### config.mk
export PLATFORM = sky130hd
export DESIGN_NAME = booth_mul_unit
export DESIGN_NICKNAME = d
export VERILOG_FILES = /design/src/rtl/booth_mul_unit.sv
export SDC_FILE = /design/constraint.sdc
export NUM_CORES = 1
export LEC_CHECK = 0
export ABC_AREA = 1
export CAP_MARGIN = 20
export CORE_MARGIN = 10
export CORE_UTILIZATION = 55
export DETAILED_ROUTE_END_ITERATION = 7
export PLACE_DENSITY_LB_ADDON = 0.12
export SKIP_CTS_REPAIR_TIMING = 1
export SLEW_MARGIN = 10
export SYNTH_ARGS = -nofsm -noshare
export SYNTH_HDL_FRONTEND = slang
export SYNTH_SLANG_ARGS = --single-unit
### constraint.sdc
create_clock -name clk -period 5.6 [get_ports clk]
set_input_delay 1.12 -clock clk [delete_from_list [all_inputs] [get_ports clk]]
set_output_delay 1.12 -clock clk [all_outputs]
set_load 0.03 [all_outputs]
### src/rtl/booth_mul_unit.sv
// Radix-2 Booth multiplier with its own controller and a start/busy/done handshake.
// Signed and unsigned operands share one signed engine by extending to N+1 bits at load.
module booth_mul_unit #(
   parameter int N = 8
) (
   input  logic           clk,
   input  logic           rst_n,
   input  logic           start,
   input  logic           signed_mode,
   input  logic [N-1:0]   m_in_1,
   input  logic [N-1:0]   m_in_2,
   output logic           busy,
   output logic           done,
   output logic [2*N-1:0] product
);

   localparam int W  = N + 1;
   localparam int CW = $clog2(N + 2);

   typedef enum logic [1:0] {IDLE, RUN, DONE} state_t;

   state_t         state;
   logic [W-1:0]   a, q, m;
   logic           qm;
   logic [CW-1:0]  count;

   logic [W-1:0]   m_ext, q_ext;
   logic [W-1:0]   t, a_nxt, q_nxt;

   always_comb begin
      m_ext = signed_mode ? {m_in_1[N-1], m_in_1} : {1'b0, m_in_1};
      q_ext = signed_mode ? {m_in_2[N-1], m_in_2} : {1'b0, m_in_2};
   end

   // One Booth step: add/sub on the {Q0,Qm} pair, then arithmetic shift of {T,Q,Qm}.
   always_comb begin
      case ({q[0], qm})
         2'b10:   t = a - m;
         2'b01:   t = a + m;
         default: t = a;
      endcase
      a_nxt = {t[W-1], t[W-1:1]};
      q_nxt = {t[0], q[W-1:1]};
   end

   always_ff @(posedge clk) begin
      if (!rst_n) begin
         state   <= IDLE;
         busy    <= 1'b0;
         done    <= 1'b0;
         product <= '0;
         a       <= '0;
         q       <= '0;
         m       <= '0;
         qm      <= 1'b0;
         count   <= '0;
      end else begin
         case (state)
            IDLE: begin
               done <= 1'b0;
               if (start) begin
                  m     <= m_ext;
                  q     <= q_ext;
                  a     <= '0;
                  qm    <= 1'b0;
                  count <= CW'(W);
                  busy  <= 1'b1;
                  state <= RUN;
               end
            end
            RUN: begin
               a     <= a_nxt;
               q     <= q_nxt;
               qm    <= q[0];
               count <= count - 1'b1;
               // Low 2N bits of the 2W-bit result are exact in both modes.
               if (count == CW'(1)) begin
                  product <= {a_nxt[W-3:0], q_nxt};
                  done    <= 1'b1;
                  state   <= DONE;
               end
            end
            DONE: begin
               done  <= 1'b0;
               busy  <= 1'b0;
               state <= IDLE;
            end
            default: state <= IDLE;
         endcase
      end
   end

endmodule

==> results.py <==
metrics = {
    "routing": {
        "ant_nets": 0,
        "wirelength_mm": 6.039,
        "wl_per_cell_um": 12.88,
        "routed-via-count": 2418,
        "drc": 0,
        "drt_pass1_iterations": 4,
        "drt-initial-drc-count": 75,
        "avgViaCountPerCell": 5.156,
    },
    "clock_network": {
        "cts_tree": "done",
        "insertion_delay_ns": 0.30,
        "cts_num_sinks": 51,
        "numCtsBuffers": 5,
        "cts_buffer_depth": 2,
        "htreeDepth": 2,
        "path_clk_slew_ns": 0.09,
        "root_buffer": "clkbuf_8",
    },
    "synthesis": {
        "synth_edf_count": 0,
        "synth.area.mux_share_pct": 0,
        "ys_seq_elements": 51,
        "yosysTopAreaCellShare_pct": 37.55,
        "yosysTopAreaCell": "dfxtp_1",
        "yosysUniqueCellTypes": 37,
        "synth_compound_area_share_pct": 14.73,
        "ys_seq_area_share_pct": 37.55,
        "synth_area_leaders": "dfxtp_1 38%, nand2_1 13%, nand3_1 6.4%, inv_1 6.4%, ha_1 5.5%",
        "synth_top_family_by_area": "simple AND/OR/NAND/NOR gates",
        "synth_fp_nets": 403,
        "synth_fa_ha_area_share_pct": 6.259,
        "syn_area_um2": 2719,
        "synth_flop_cell": "dfxtp_1",
        "synth_xor_area_share_pct": 2.255,
        "async_reset_ff_share_pct": 0,
        "avgSynthCellArea_um2": 7.348,
        "yosys.area_share.simple_pct": 28.35,
        "ys_warn_count": 0,
        "syn_inst": 370,
    },
    "critical_path": {
        "path_class": "in2reg",
        "critical-path-slowest-cell": "clkdlybuf4s50_1",
        "r2r_cells": 17,
        "crit_fanout": 29,
        "worst_setup_path_start_kind": "input port",
        "cp.required_ns": 5.85,
        "worstReg2RegEnd": "product[15]",
        "arrival_ns": 3.46,
        "reg2reg_from": "q[0]",
        "ff2ff_setup_slack_ns": 3.19,
        "critPathMaxStageDelay_ns": 1.12,
        "worst_setup_path_end_kind": "flop",
        "crit_chain": "clkdlybuf4s50_1 > inv_1 > nor2_8 > inv_6 > o21ai_2",
    },
    "sta": {
        "finalHoldViolations": 0,
        "fmax_mhz": 311.5,
        "skew_ns": 0.008247,
        "tns_ns": 0,
        "slew_headroom_pct": 34.65,
        "rsz0062_at_grt": "no",
        "timing.final.crit_share_pct": 57.33,
        "setup_viol": 0,
        "timing.hold.ws_ns": 0.4785,
        "timing.final.ws_setup_ns": 2.389,
        "min_period_ns": 3.211,
        "slew_viol_final": 0,
        "worst_pin_slew_ns": 0.9771,
    },
    "power_and_ir_drop": {
        "pwr-share-seq_pct": 48.3,
        "p_sw_uw": 270.4,
        "ir_drop_mv": 0.1983,
        "p_sw_share_pct": 32.97,
        "power.clock.fraction_pct": 25.0,
        "power.leakage_uw": 0.001444,
        "intPower_uw": 549.9,
        "power_density_nw_per_um2": 258.2,
        "power_frac_comb_pct": 26.6,
    },
    "finish": {
        "final_common_cell": "nand2_1",
        "fin_nets": 434,
        "areaGrowthSynthToFinish_pct": 16.84,
        "final_cell_mix": "97 x nand2_1, 51 x dfxtp_1, 46 x inv_1, 37 x clkdlybuf4s50_1, 35 x nand3_1",
        "final_util_pct": 66.82,
        "drive_gt1_share_pct": 8.955,
        "antenna_cells": 0,
    },
    "job": {
        "max_cap_violations": 0,
    },
    "placement": {
        "pre_cts_slack_ns": 2.059,
        "gp_congestion": 0.8760,
        "dp_hpwl_mm": 4.704,
        "portBuffers": 37,
    },
    "global_route": {
        "grt_antenna_before_repair": 0,
        "overflow": 0,
        "grt_use_total_pct": 15.02,
        "grt_pass1_vias": 2320,
        "grt_max_degree": 30,
        "grt_pass1_wl_mm": 10.49,
    },
    "floorplanning": {
        "initial_core_util_pct": 57.18,
        "dieArea_um2": 8156,
        "num_io_pins": 38,
        "core_um2": 4755,
        "die_h_um": 90.31,
        "fp-row-count": 25,
        "die_x_um": 90.31,
    },
    "worst_hold_path": {
        "hp-class": "reg2reg",
        "whs_path_depth": 2,
        "hold_path_end": "product[10]",
        "hp-start": "product[10]",
    },
    "status": {
        "status": "complete, no violations",
    },
}
-- final cells by class --
type	count	area, um2
fillers	433	1578
multi-input cells	252	1403
flip-flops and latches	51	1021
repair buffers	37	370.4
inverters	54	215.2
well taps	67	83.83
clock buffers	5	68.82
clock inverters	3	15.01
-- worst max-delay path, delay by kind of cell --
family                 cells  cell delay, ns
buffers and inverters      3            1.88
AND/OR/NAND/NOR            1            0.33
AO/OA/AOI/OAI              1            0.12
-- registers in the layout (all words and copies together) (netlist names) --
register	count
a	8
busy	1
count	4
done	1
m	9
product	16
q	9
qm	1
state	2
-- power groups by stage --
stage | registers, uW | clock network (uW) | logic (uW)
finish | 397 | 205 | 219
CTS | 396 | 209 | 220
global route | 399 | 220 | 250
floorplan | 409 | 0 | 164
global placement | 405 | 0 | 215
detailed placement | 405 | 0 | 219
-- kinds of logic (layout without fill, tap and decap cells) --
family	Yosys count	after routing
simple gates	166	166
buf+inv	67	99
compound gates	66	66
flops	51	51
fa+ha+maj	13	13
xor+xnor	7	7
-- cell usage after synthesis (2+ instances only) --
cell type and instances:
inv_1 46, a31oi_1 4, buf_6 2, a21oi_1 26, buf_4 3, nand2_1 97
o21ai_2 8, or2_2 3, or2_1 3, clkbuf_1 3, ha_1 12, xor2_1 7
nor2_8 3, o221ai_1 4, nor2_1 16, nand4_1 2, inv_2 5, dfxtp_1 51
inv_6 2, o21ai_0 18, nor3_1 2, nand3_1 35, buf_2 4
-- routing by layer --
metal	vias to the layer above	global-route usage (%)	routed length (um)
met5	-	0	0
met4	0	4.111	86
met3	9	3.574	219
met2	33	25.79	2918
met1	1118	18.21	2814
li1	1258	-	-
-- metrics by stage --
stage / total power, uW / cells / cell area, um2
finish: 820.3 / 469 / 3177
global route: 868.8 / 469 / 3177
CTS: 826.1 / 469 / 3177
detailed placement: 624.0 / 461 / 3093
global placement: 620.1 / 461 / 3093
floorplan: 572.1 / 370 / 2719
-- how the worst max path moves through the flow --
stage / start / end / slack [ns] / depth (start not counted)
after CTS: rst_n / product[4] / 2.37 / 5
final: rst_n / product[4] / 2.39 / 5
after floorplan: q[0] / a[7] / 3.50 / 11
after global placement: rst_n / product[5] / 2.09 / 5
after global routing: rst_n / product[3] / 2.20 / 5
after detailed placement: rst_n / product[4] / 2.06 / 5
Power figures use the tool's default switching activity.
